`config.mk`:
```
export PLATFORM = sky130hd
export DESIGN_NAME = iob_uart_buffered
export DESIGN_NICKNAME = d
export VERILOG_FILES = /design/src/rtl/iob_uart_buffered_pkg.sv /design/src/rtl/iob_sync_fifo.sv /design/src/rtl/iob_uart_buffered.sv
export SDC_FILE = /design/constraint.sdc
export NUM_CORES = 1
export LEC_CHECK = 0
export ABC_AREA = 1
export BUFFER_PORTS_ARGS = -buffer_cell sky130_fd_sc_hd__buf_2
export CAP_MARGIN = 15
export CORE_ASPECT_RATIO = 0.8
export CORE_MARGIN = 4
export CORE_UTILIZATION = 40
export CTS_CLUSTER_DIAMETER = 30
export DETAILED_ROUTE_END_ITERATION = 8
export GPL_ROUTABILITY_DRIVEN = 0
export SLEW_MARGIN = 20
export SYNTH_ARGS = -nofsm -noshare
export SYNTH_HDL_FRONTEND = slang
export SYNTH_SLANG_ARGS = --single-unit
```
`constraint.sdc`:
```
create_clock -name clk -period 3.3 [get_ports clk]
set_input_delay 0.33 -clock clk [delete_from_list [all_inputs] [get_ports clk]]
set_output_delay 0.33 -clock clk [all_outputs]
set_load 0.05 [all_outputs]
```
`src/rtl/iob_uart_buffered_pkg.sv`:
```
// iob_uart_buffered shared definitions: register map,
// STATUS/CTRL bit positions, FSM encodings, CTRL reset value.
package iob_uart_buffered_pkg;

  localparam logic [2:0] REG_DIV    = 3'd0;
  localparam logic [2:0] REG_TXDATA = 3'd1;
  localparam logic [2:0] REG_RXDATA = 3'd2;
  localparam logic [2:0] REG_STATUS = 3'd3;
  localparam logic [2:0] REG_CTRL   = 3'd4;
  localparam logic [2:0] REG_LEVEL  = 3'd5;

  localparam int ST_TX_FULL  = 0;
  localparam int ST_TX_EMPTY = 1;
  localparam int ST_RX_EMPTY = 2;
  localparam int ST_RX_FULL  = 3;
  localparam int ST_RXOVR    = 4;
  localparam int ST_FRERR    = 5;
  localparam int ST_TX_BUSY  = 6;
  localparam int ST_TXOVF    = 7;

  localparam int CT_TX_EN   = 0;
  localparam int CT_RX_EN   = 1;
  localparam int CT_FLOW_EN = 2;
  localparam int CT_IRQ_RX  = 3;
  localparam int CT_IRQ_TXE = 4;

  localparam logic [4:0] CTRL_RST = 5'h03;

  typedef enum logic [1:0] {
    TX_IDLE, TX_START, TX_DATA, TX_STOP
  } tx_state_t;

  typedef enum logic [1:0] {
    RX_IDLE, RX_START, RX_DATA, RX_STOP
  } rx_state_t;

endpackage

```
`src/rtl/iob_sync_fifo.sv`:
```
// iob_sync_fifo: synchronous FIFO, head word read from the register array.
// Ports: clk, rst, push/din, pop/dout, full, empty, level (AW+1 bits).
module iob_sync_fifo #(
  parameter int DATA_W = 8,
  parameter int AW     = 4
) (
  input  logic              clk,
  input  logic              rst,
  input  logic              push,
  input  logic [DATA_W-1:0] din,
  input  logic              pop,
  output logic [DATA_W-1:0] dout,
  output logic              full,
  output logic              empty,
  output logic [AW:0]       level
);

  localparam int DEPTH = 1 << AW;

  logic [DATA_W-1:0] mem [DEPTH];
  logic [AW-1:0]     wr_ptr;
  logic [AW-1:0]     rd_ptr;
  logic              do_push;
  logic              do_pop;

  // a pop frees the slot in the same cycle, so push on full succeeds
  assign do_pop  = pop & ~empty;
  assign do_push = push & (~full | do_pop);
  assign full    = level == (AW+1)'(DEPTH);
  assign empty   = level == '0;
  assign dout    = mem[rd_ptr];

  always_ff @(posedge clk) begin
    if (rst) begin
      wr_ptr <= '0;
      rd_ptr <= '0;
      level  <= '0;
    end else begin
      if (do_push) wr_ptr <= wr_ptr + 1'b1;
      if (do_pop)  rd_ptr <= rd_ptr + 1'b1;
      case ({do_push, do_pop})
        2'b10:   level <= level + 1'b1;
        2'b01:   level <= level - 1'b1;
        default: level <= level;
      endcase
    end
  end

  always_ff @(posedge clk) begin
    if (do_push) mem[wr_ptr] <= din;
  end

endmodule

```
`src/rtl/iob_uart_buffered.sv`:
```
// iob_uart_buffered: 8N1 UART with TX/RX FIFOs on the native CPU bus.
// Ports: clk, rst, valid/address/wdata/wstrb/rdata/ready, txd, rxd, cts, rts, interrupt.
module iob_uart_buffered
  import iob_uart_buffered_pkg::*;
#(
  parameter int DATA_W      = 32,
  parameter int ADDR_W      = 5,
  parameter int TXFIFO_AW   = 4,
  parameter int RXFIFO_AW   = 4,
  parameter int DIV_W       = 16,
  parameter int DEFAULT_DIV = 867
) (
  input  logic                clk,
  input  logic                rst,
  input  logic                valid,
  input  logic [ADDR_W-1:0]   address,
  input  logic [DATA_W-1:0]   wdata,
  input  logic [DATA_W/8-1:0] wstrb,
  output logic [DATA_W-1:0]   rdata,
  output logic                ready,
  output logic                txd,
  input  logic                rxd,
  input  logic                cts,
  output logic                rts,
  output logic                interrupt
);

  localparam int RXDEPTH = 1 << RXFIFO_AW;

  logic       acc, wr, w1c;
  logic [2:0] idx;
  logic [DIV_W-1:0] div_q;
  logic [4:0] ctrl;
  logic       rxovr, frerr, txovf;
  logic       tx_en, rx_en, flow_en;
  logic [1:0] rxd_sync, cts_sync;
  logic       rxd_s, cts_s;
  logic [31:0] rd32;
  logic       unused_bits;

  logic       tx_push, tx_pop, tx_full, tx_empty;
  logic [7:0] tx_dout;
  logic [TXFIFO_AW:0] tx_level;
  logic       rx_push, rx_pop, rx_full, rx_empty;
  logic [7:0] rx_dout;
  logic [RXFIFO_AW:0] rx_level;

  tx_state_t  tx_state;
  logic [DIV_W-1:0] tx_cnt, tx_div;
  logic [2:0] tx_bit;
  logic [7:0] tx_sh;
  logic       tx_go, tx_tick, tx_busy;

  rx_state_t  rx_state;
  logic [DIV_W-1:0] rx_cnt, rx_div;
  logic [2:0] rx_bit;
  logic [7:0] rx_sh;
  logic       rx_tick, rx_half, rx_ferr;

  assign unused_bits = ^{wdata, address};

  assign acc = valid & ~ready;
  assign wr  = |wstrb;
  assign idx = address[4:2];
  assign w1c = acc & wr & (idx == REG_STATUS);

  assign tx_en   = ctrl[CT_TX_EN];
  assign rx_en   = ctrl[CT_RX_EN];
  assign flow_en = ctrl[CT_FLOW_EN];
  assign rxd_s   = rxd_sync[1];
  assign cts_s   = cts_sync[1];

  assign tx_push = acc & wr & (idx == REG_TXDATA);
  assign rx_pop  = acc & ~wr & (idx == REG_RXDATA);

  iob_sync_fifo #(.DATA_W(8), .AW(TXFIFO_AW)) u_txfifo (
    .clk(clk), .rst(rst),
    .push(tx_push), .din(wdata[7:0]),
    .pop(tx_pop), .dout(tx_dout),
    .full(tx_full), .empty(tx_empty), .level(tx_level)
  );

  iob_sync_fifo #(.DATA_W(8), .AW(RXFIFO_AW)) u_rxfifo (
    .clk(clk), .rst(rst),
    .push(rx_push), .din(rx_sh),
    .pop(rx_pop), .dout(rx_dout),
    .full(rx_full), .empty(rx_empty), .level(rx_level)
  );

  always_ff @(posedge clk) begin
    if (rst) begin
      rxd_sync <= 2'b11;
      cts_sync <= 2'b11;
    end else begin
      rxd_sync <= {rxd_sync[0], rxd};
      cts_sync <= {cts_sync[0], cts};
    end
  end

  // a frame may start from IDLE or straight out of STOP (no idle gap)
  assign tx_go   = tx_en & ~tx_empty & (~flow_en | cts_s);
  assign tx_tick = tx_cnt == tx_div;
  assign tx_busy = tx_state != TX_IDLE;
  assign tx_pop  = tx_go & ((tx_state == TX_IDLE) |
                            ((tx_state == TX_STOP) & tx_tick));

  always_ff @(posedge clk) begin
    if (rst) begin
      tx_state <= TX_IDLE;
      txd      <= 1'b1;
      tx_cnt   <= '0;
      tx_div   <= '0;
      tx_bit   <= '0;
      tx_sh    <= '0;
    end else begin
      unique case (tx_state)
        TX_IDLE: begin
          if (tx_pop) begin
            tx_state <= TX_START;
            txd      <= 1'b0;
            tx_sh    <= tx_dout;
            tx_div   <= div_q;
            tx_cnt   <= '0;
          end
        end
        TX_START: begin
          if (tx_tick) begin
            tx_cnt   <= '0;
            tx_state <= TX_DATA;
            tx_bit   <= '0;
            txd      <= tx_sh[0];
            tx_sh    <= tx_sh >> 1;
          end else begin
            tx_cnt <= tx_cnt + 1'b1;
          end
        end
        TX_DATA: begin
          if (tx_tick) begin
            tx_cnt <= '0;
            if (tx_bit == 3'd7) begin
              tx_state <= TX_STOP;
              txd      <= 1'b1;
            end else begin
              tx_bit <= tx_bit + 1'b1;
              txd    <= tx_sh[0];
              tx_sh  <= tx_sh >> 1;
            end
          end else begin
            tx_cnt <= tx_cnt + 1'b1;
          end
        end
        TX_STOP: begin
          if (tx_tick) begin
            tx_cnt <= '0;
            if (tx_pop) begin
              tx_state <= TX_START;
              txd      <= 1'b0;
              tx_sh    <= tx_dout;
              tx_div   <= div_q;
            end else begin
              tx_state <= TX_IDLE;
            end
          end else begin
            tx_cnt <= tx_cnt + 1'b1;
          end
        end
        default: tx_state <= TX_IDLE;
      endcase
    end
  end

  // start bit checked half a period in; later bits one period apart
  assign rx_tick = rx_cnt == rx_div;
  assign rx_half = rx_cnt == (rx_div >> 1);
  assign rx_push = (rx_state == RX_STOP) & rx_tick & rxd_s;
  assign rx_ferr = (rx_state == RX_STOP) & rx_tick & ~rxd_s;

  always_ff @(posedge clk) begin
    if (rst) begin
      rx_state <= RX_IDLE;
      rx_cnt   <= '0;
      rx_div   <= '0;
      rx_bit   <= '0;
      rx_sh    <= '0;
    end else begin
      unique case (rx_state)
        RX_IDLE: begin
          if (rx_en & ~rxd_s) begin
            rx_state <= RX_START;
            rx_cnt   <= '0;
            rx_div   <= div_q;
          end
        end
        RX_START: begin
          if (rx_half) begin
            rx_cnt   <= '0;
            rx_bit   <= '0;
            rx_state <= rxd_s ? RX_IDLE : RX_DATA;
          end else begin
            rx_cnt <= rx_cnt + 1'b1;
          end
        end
        RX_DATA: begin
          if (rx_tick) begin
            rx_cnt <= '0;
            rx_sh  <= {rxd_s, rx_sh[7:1]};
            if (rx_bit == 3'd7) rx_state <= RX_STOP;
            else rx_bit <= rx_bit + 1'b1;
          end else begin
            rx_cnt <= rx_cnt + 1'b1;
          end
        end
        RX_STOP: begin
          if (rx_tick) begin
            rx_cnt   <= '0;
            rx_state <= RX_IDLE;
          end else begin
            rx_cnt <= rx_cnt + 1'b1;
          end
        end
        default: rx_state <= RX_IDLE;
      endcase
    end
  end

  always_comb begin
    rd32 = '0;
    case (idx)
      REG_DIV:    rd32 = 32'(div_q);
      REG_RXDATA: rd32 = rx_empty ? 32'h0 : {24'h0, rx_dout};
      REG_STATUS: rd32 = {24'h0, txovf, tx_busy, frerr, rxovr,
                          rx_full, rx_empty, tx_empty, tx_full};
      REG_CTRL:   rd32 = {27'h0, ctrl};
      REG_LEVEL:  rd32 = {16'(rx_level), 16'(tx_level)};
      default:    rd32 = '0;
    endcase
  end

  // error set wins over a same-cycle W1C
  always_ff @(posedge clk) begin
    if (rst) begin
      ready     <= 1'b0;
      rdata     <= '0;
      div_q     <= DIV_W'(DEFAULT_DIV);
      ctrl      <= CTRL_RST;
      rxovr     <= 1'b0;
      frerr     <= 1'b0;
      txovf     <= 1'b0;
      rts       <= 1'b0;
      interrupt <= 1'b0;
    end else begin
      ready <= acc;
      rdata <= (acc & ~wr) ? DATA_W'(rd32) : '0;
      if (acc & wr & (idx == REG_DIV))  div_q <= wdata[DIV_W-1:0];
      if (acc & wr & (idx == REG_CTRL)) ctrl  <= wdata[4:0];
      txovf <= (tx_push & tx_full & ~tx_pop) |
               (txovf & ~(w1c & wdata[ST_TXOVF]));
      rxovr <= (rx_push & rx_full & ~rx_pop) |
               (rxovr & ~(w1c & wdata[ST_RXOVR]));
      frerr <= rx_ferr | (frerr & ~(w1c & wdata[ST_FRERR]));
      rts <= rx_en & (~flow_en |
             (rx_level <= (RXFIFO_AW+1)'(RXDEPTH - 2)));
      interrupt <= (ctrl[CT_IRQ_RX] & ~rx_empty) |
                   (ctrl[CT_IRQ_TXE] & tx_empty & ~tx_busy);
    end
  end

endmodule

```
== Word level (Yosys, flattened, before mapping) ==
Memories as Yosys holds them, arrays and structs flattened. A register that Yosys moved wholly into a read port is not among the register bits.
Index checks and enable logic that the tools add are counted.
Storage, ports and cells
  register bits after elaboration: 180
  RAM bits: 256
  output and inout port bits: 36
  logic and storage cells: 215
  memories kept: 2
Memory list
  u_rxfifo.mem: depth 16, width 8, rd ports 1, clocked after Yosys merged registers in 1, write ports 1, RTL line iob_sync_fifo.sv:20  | logic [DATA_W-1:0] mem [DEPTH];
  u_txfifo.mem: depth 16, width 8, rd ports 1, clocked after Yosys merged registers in 1, write ports 1, RTL line iob_sync_fifo.sv:20
Operators by class
  add/subtract/negate cells: 12
  order comparisons: 1
  equal/unequal tests: 34
  mux-type cells: 56
  bitwise operators: 58
  reduce and logical (&&, ||, !) cells: 24
Operators with widths (count)
  16-bit 2-to-1 mux: 7
  21-bit one-hot mux with 5 select lines: 1
  16-bit one-hot mux with 2 select lines: 2
  8-bit 2-to-1 mux: 6
  16-bit one-hot mux with 3 select lines: 1
  1-bit AND: 34
  16-bit by 1-bit adder with 16-bit output, second input constant: 2
  16-bit equality test: 2
  8-bit one-hot mux with 4 select lines: 1
  2-bit != test, second input constant: 12
  2-bit 2-to-1 mux: 11
  5-bit one-hot mux with 2 select lines: 2
  3-bit 2-to-1 mux: 6
  4-bit by 1-bit adder with 4-bit output, second input constant: 4
  16-bit by 15-bit equality test with 1-bit output: 1
  4-bit 2-to-1 mux: 4
  2-bit one-hot mux with 4 select lines: 2
  1-bit inverter: 15
  2-bit equality test, second input constant: 6
  3-bit equality test, second input constant: 4
  3-bit one-hot mux with 2 select lines: 2
  4-bit AND reduction: 3
  2-bit nonzero test: 6
  5-bit by 1-bit adder with 5-bit output, second input constant: 2
  other kinds (19): 49

== Depth between registers and ports, before layout ==
  depth in word-level cells: 10
  mapped depth: 20
  gate-level depth less buffers: 20

== Cells and area by module ==
Synthesis repeated with hierarchy kept, for this count alone.
Second synthesis, totals
  cells, all modules: 2070
  area total of the unflattened synthesis: 19205.9 µm²
Modules (own cells, without submodules)
  iob_uart_buffered: times used 1, cells an instance 995, area an instance 6894.1 µm², seq. area each 2862.7 µm²
  iob_sync_fifo at u_rxfifo: times used 1, cells an instance 539, area an instance 6159.7 µm², seq. area each 4184.0 µm²
  iob_sync_fifo at u_txfifo: times used 1, cells an instance 536, area an instance 6152.2 µm², seq. area each 4184.0 µm²

== Worst setup path before layout ==
OpenSTA, ideal clock, no wires.
  kind: register to register
  start: reg tx_state[1]
  end: reg u_txfifo.level[4]
  setup time: 0.070 ns
  arrival time: 2.579 ns
  slack: 0.651 ns
  cell stages (with the launch flop): 18
  path buffers: 0
  cells stage by stage: dfxtp_1 inv_1 ha_1 inv_1 a21oi_1 nand2_2 inv_1 ha_1 xor2_1 ha_1 inv_1 nand2_1 nand2_1 o21ai_0 o21ai_0 a21oi_1 o21ai_0 a21oi_1
Between the ends
  word-level cells in the longest chain between the ends: 9
  elaborated cells between the ends (all ways): 12
  classes of those cells: 3 x eq/ne; 1 x mux; 6 x bitwise; 2 x reduce/logical
Ends and longest elaborated chain
  start: declaration: RTL line iob_uart_buffered.sv:48  | tx_state_t tx_state;
  start signal: assignment: RTL line iob_uart_buffered.sv:109  | tx_state <= TX_IDLE;
  start signal: assignment: RTL line iob_uart_buffered.sv:119  | tx_state <= TX_START;
  start signal: assignment: RTL line iob_uart_buffered.sv:129  | tx_state <= TX_DATA;
  2-bit equality test: RTL line iob_uart_buffered.sv:105  | ((tx_state == TX_STOP) & tx_tick));
  1-bit AND: RTL line iob_uart_buffered.sv:105
  1-bit bitwise OR (*): RTL line iob_uart_buffered.sv:104  | assign tx_pop = tx_go & ((tx_state == TX_IDLE) |
  1-bit AND (*): RTL line iob_uart_buffered.sv:104
  1-bit AND (*): RTL line iob_sync_fifo.sv:27  | assign do_pop = pop & ~empty;
  net u_txfifo.do_pop: RTL line iob_sync_fifo.sv:24  | logic do_pop;
  1-bit bitwise OR: RTL line iob_sync_fifo.sv:28  | assign do_push = push & (~full | do_pop);
  1-bit AND: RTL line iob_sync_fifo.sv:28
  2-bit by 1-bit equality test with 1-bit output / 2-bit equality test (equally long branches): RTL line iob_sync_fifo.sv:41  | case ({do_push, do_pop})
  5-bit one-hot mux with 2 select lines / 2-bit nonzero test (equally long branches)
  end signal: assignment: RTL line iob_sync_fifo.sv:42  | 2'b10: level <= level + 1'b1;
  end signal: assignment: RTL line iob_sync_fifo.sv:43  | 2'b01: level <= level - 1'b1;
  end signal: assignment: RTL line iob_sync_fifo.sv:44  | default: level <= level;
  end: declaration: RTL line iob_sync_fifo.sv:15  | output logic [AW:0] level
Mark *: on every way through the listed nets, which the timed path passes. The rest lies on a longest branch.
A chain may end at the register's enable or synchronous reset.

== Worst setup path after layout ==
  start: reg tx_cnt[8]
  end: reg u_txfifo.level[4]
Between the ends
  word-level cells in the longest chain between the ends: 9
  elaborated cells between the ends (all ways): 11
  classes of those cells: 3 x eq/ne; 1 x mux; 6 x bitwise; 1 x reduce/logical
Ends and longest elaborated chain
  start: declaration: RTL line iob_uart_buffered.sv:49  | logic [DIV_W-1:0] tx_cnt, tx_div;
  start signal: assignment: RTL line iob_uart_buffered.sv:134  | tx_cnt <= tx_cnt + 1'b1;
  start signal: assignment: RTL line iob_uart_buffered.sv:149  | tx_cnt <= tx_cnt + 1'b1;
  start signal: assignment: RTL line iob_uart_buffered.sv:164  | tx_cnt <= tx_cnt + 1'b1;
  16-bit equality test (*): RTL line iob_uart_buffered.sv:102  | assign tx_tick = tx_cnt == tx_div;
  1-bit AND (*): RTL line iob_uart_buffered.sv:105
  1-bit bitwise OR (*): RTL line iob_uart_buffered.sv:104
  1-bit AND (*): RTL line iob_uart_buffered.sv:104
  1-bit AND (*): RTL line iob_sync_fifo.sv:27
  1-bit bitwise OR: RTL line iob_sync_fifo.sv:28
  1-bit AND: RTL line iob_sync_fifo.sv:28
  2-bit by 1-bit equality test with 1-bit output / 2-bit equality test (equally long branches): RTL line iob_sync_fifo.sv:41
  5-bit one-hot mux with 2 select lines / 2-bit nonzero test (equally long branches)
Mark *: on every way between the ends. The rest lies on a longest branch, timed or not.

==> metrics.csv <==
stage;metric;value;unit
status;status;completed;
die;core-area;45700;um^2
timing;fin_skew;0.0242;ns
place;hpwl;31100;um
clock_network;cts_num_sinks;433;
critical_path;r2r-start;tx_cnt[8];
timing;min_period_over_period;92.7;%
timing;fin_crit;3.06;ns
power_and_ir_drop;leakagePower;8.57;nW
route;viasPerCell;5.19;
route;num_vias;14100;
route;ant_nets;0;
yosys;synth_seq_area_share;60.8;%
critical_path;crit_end;u_txfifo.level[4];
route;wl_met3;3510;um
global_routing;grt_max_degree;65;
yosys;synth_area_per_cell;9.61;um^2
route;routed.top_layer;met4;
place;io_buffers;52;
global_routing;grt_pass1_wl;74600;um
yosys;synth_async_sr_flop_share;0;%
critical_path;critPathLaunch;tx_cnt[8];
timing;hold_viol;0;
critical_path;crit_chain;xor2_1 > nor2_1 > nand2_1 > nor2_1 > nand2_2 > nand2_1 > nand2_2 > nand2_2 > nand2_2 > ha_4 > xor2_1 > ha_1 > inv_1 > nand2_1 > nand2_1 > o21ai_1 > o21ai_0 > a21oi_1 > o21ai_0 > a21oi_1;
job;drv_cap;0;
finish;fin_nets;2108;
route;drt_iter0_drc;1323;
critical_path;critPathKind;reg2reg;
power_and_ir_drop;ir_drop;0.000445;V
timing;tns;0;ns
die;rows;70;
critical_path;cp.arrival;3.60;ns
clock_network;clk_latency;0.62;ns
power_and_ir_drop;total_power;17.5;mW
timing;slew_headroom;37.0;%
route;wl_met1;22600;um
die;fp.dieH;200;um
die;dieArea;49700;um^2
critical_path;worstPathMaxFanout;8;
clock_network;cts_setup_buffers;0;
critical_path;crit_path_start_kind;flop;
clock_network;tritoncts;done;
critical_path;r2r_setup_slack;0.24;ns
yosys;synth_ff_type;edfxtp_1;
critical_path;worst_r2r_endpoint;u_txfifo.level[4];
critical_path;cp_slowest_stage_delay;0.35;ns
critical_path;cp-end-kind;flop;
global_routing;overflow;0;
yosys;netlist.area_leader.share;41.6;%
finish;layout-drive-gt1-share;13.7;%
yosys;synth_enable_flop_cells;256;
clock_network;numCtsBuffers;86;
critical_path;ff2ff_path_depth;20;
yosys;yosys_warnings;0;
timing;rsz0062_at_grt;false;
clock_network;clk_path_buf_depth;3;
critical_path;cpMaxStageDelayCell;dfxtp_1;
finish;final_area;22500;um^2
route;wl_met2;21000;um
global_routing;grt_pass1_vias;13300;
finish;final_common_cell;nor2_1;
yosys;ys_types;45;
critical_path;cp.required;3.84;ns
route;drc;0;
die;die_w;248;um
global_routing;antenna_found_initial;1;
timing;max_freq;327;MHz
route;totalWireLength;48200;um
die;initial_core_util;40.4;%
yosys;synthCells;1924;
clock_network;root_buffer;clkbuf_16;
clock_network;h-tree-depth;3;
die;io_pins;82;
yosys;synthesis.area;18500;um^2
yosys;ys_seq_elements;433;
finish;fin_cells;2720;
timing;maxSlewViolCount;0;
power_and_ir_drop;powerDensity;776;nW/um^2
clock_network;clk_pin_slew_worst_paths;0.05;ns
timing;worstMarginPinSlew;0.942;ns
route;wire_per_inst;17.7;um
place;placed_area;19500;um^2
route;drt_pass1_iterations;5;
finish;final_cell_mix;312 x nor2_1, 256 x edfxtp_1, 255 x nand2_1, 229 x o21ai_0, 175 x dfxtp_1;
yosys;synthTopCellsByArea;edfxtp_1 42%, dfxtp_1 19%, nor2_1 6.3%;
finish;syn2layout_area_growth;21.7;%
yosys;yosys.area.top_type;edfxtp_1;
global_routing;grt_usage;19.1;%
timing;report.final.setup_viol;0;
place;dp_cells;2553;
worst_hold_path;hold_path_class;in2reg;
finish;antennaDiodeCount;0;
## metrics by stage
| step | worst slack, ns | hold slack [ns] | util (%) |
|---|---|---|---|
| 6_report | 0.240 | 0.0361 | 49.2 |
| 3_3_place_gp | 0.183 | 0.394 | 42.7 |
| 3_5_place_dp | 0.0921 | 0.396 | 42.7 |
| 2_1_floorplan | 0.651 | 0.389 | - |
| 4_1_cts | 0.0393 | 0.0256 | 49.2 |
| 5_1_grt | 0.0115 | 0.0471 | 49.2 |
## cells in the mapped netlist, types with 4 or more instances
master and number:
nor2_1 312, edfxtp_1 256, nand2_1 256, o21ai_0 230, dfxtp_1 177, inv_1 146, a21oi_1 113, nand3_1 78
clkbuf_1 59, o211ai_1 39, nor3_1 33, ha_1 27, xor2_1 25, o221ai_1 23, o22ai_1 21, buf_2 14
buf_4 14, inv_2 14, xnor2_1 14, nand4_1 11, o21ai_1 8, mux2i_1 7, nand2_2 6, or2_2 6
a221oi_1 4, nor2_2 4
## sequential cells by signal (all words and copies together), names as in the netlist, 5 cells and up, named ones only
signal,cells
rdata,21
div_q,16
rx_cnt,16
u_rxfifo.level,5
rx_div,16
ctrl,5
u_rxfifo.mem,128
tx_sh,8
tx_cnt,16
tx_div,16
u_txfifo.level,5
rx_sh,8
u_txfifo.mem,128
## worst max-delay path, delay by kind of cell (launching register included)
family                   cells  cell delay, ns
AO/OA/AOI/OAI                5            0.60
XOR/XNOR                     2            0.34
adder cells (fa/ha/maj)      2            0.43
buffers and inverters        1            0.05
flip-flops                   1            0.35
AND/OR/NAND/NOR             10            1.22
## cell type report
type / count / area [um^2]
Clock buffer: 96 / 2210
Clock inverter: 66 / 719
Fill cell: 4204 / 23200
Inverter: 162 / 608
Multi-Input combinational cell: 1249 / 6290
Sequential cell: 433 / 11200
Tap cell: 612 / 766
Timing Repair Buffer: 102 / 673
## layer usage
metal	global-route usage, %	vias up
met5	0	-
met1	28.5	6746
met2	27.9	455
met3	4.14	81
met4	5.77	0
li1	-	6844
## how the worst min path moves through the flow
stage / start / to / slack, ns / cells past startpoint
final: rst / tx_state[0] / 0.04 / 2
after global routing: rst / tx_bit[1] / 0.05 / 2
after CTS: rst / tx_state[0] / 0.03 / 2
after detailed placement: rxd_sync[0] / rxd_sync[1] / 0.40 / 1
after global placement: rxd_sync[0] / rxd_sync[1] / 0.39 / 1
after floorplan: cts_sync[0] / cts_sync[1] / 0.39 / 1
## where the power goes
part | internal [mW] | total (mW) | switching [mW]
clock | 5.49 | 8.59 | 3.10
sequential | 5.98 | 6.21 | 0.226
combinational | 0.838 | 2.66 | 1.82
total | 12.3 | 17.5 | 5.15
## logic make-up (layout without fill, tap and decap cells)
| group | count (synthesis) | after routing | share of synthesized area (%) |
|---|---|---|---|
| muxes | 7 | 7 | 0.379 |
| AOI/OAI and AO/OA | 446 | 446 | 13.4 |
| DFF | 433 | 433 | 60.8 |
| xor gates and xnor gates | 39 | 39 | 1.85 |
| other | 1 | 11 | 0.0203 |
| adders and majority gates | 28 | 28 | 1.94 |
| buffers and inverters | 252 | 426 | 5.50 |
| and+or+nand+nor | 718 | 718 | 16.1 |
## timing repair
item / 4_1_cts / 5_1_grt
resized for setup: 0 / 4
endpoints found under the hold margin: 5 / 0
hold buffers: 5 / 0
setup endpoints to repair: 0 / 1
(Power assumes the default switching activity.)
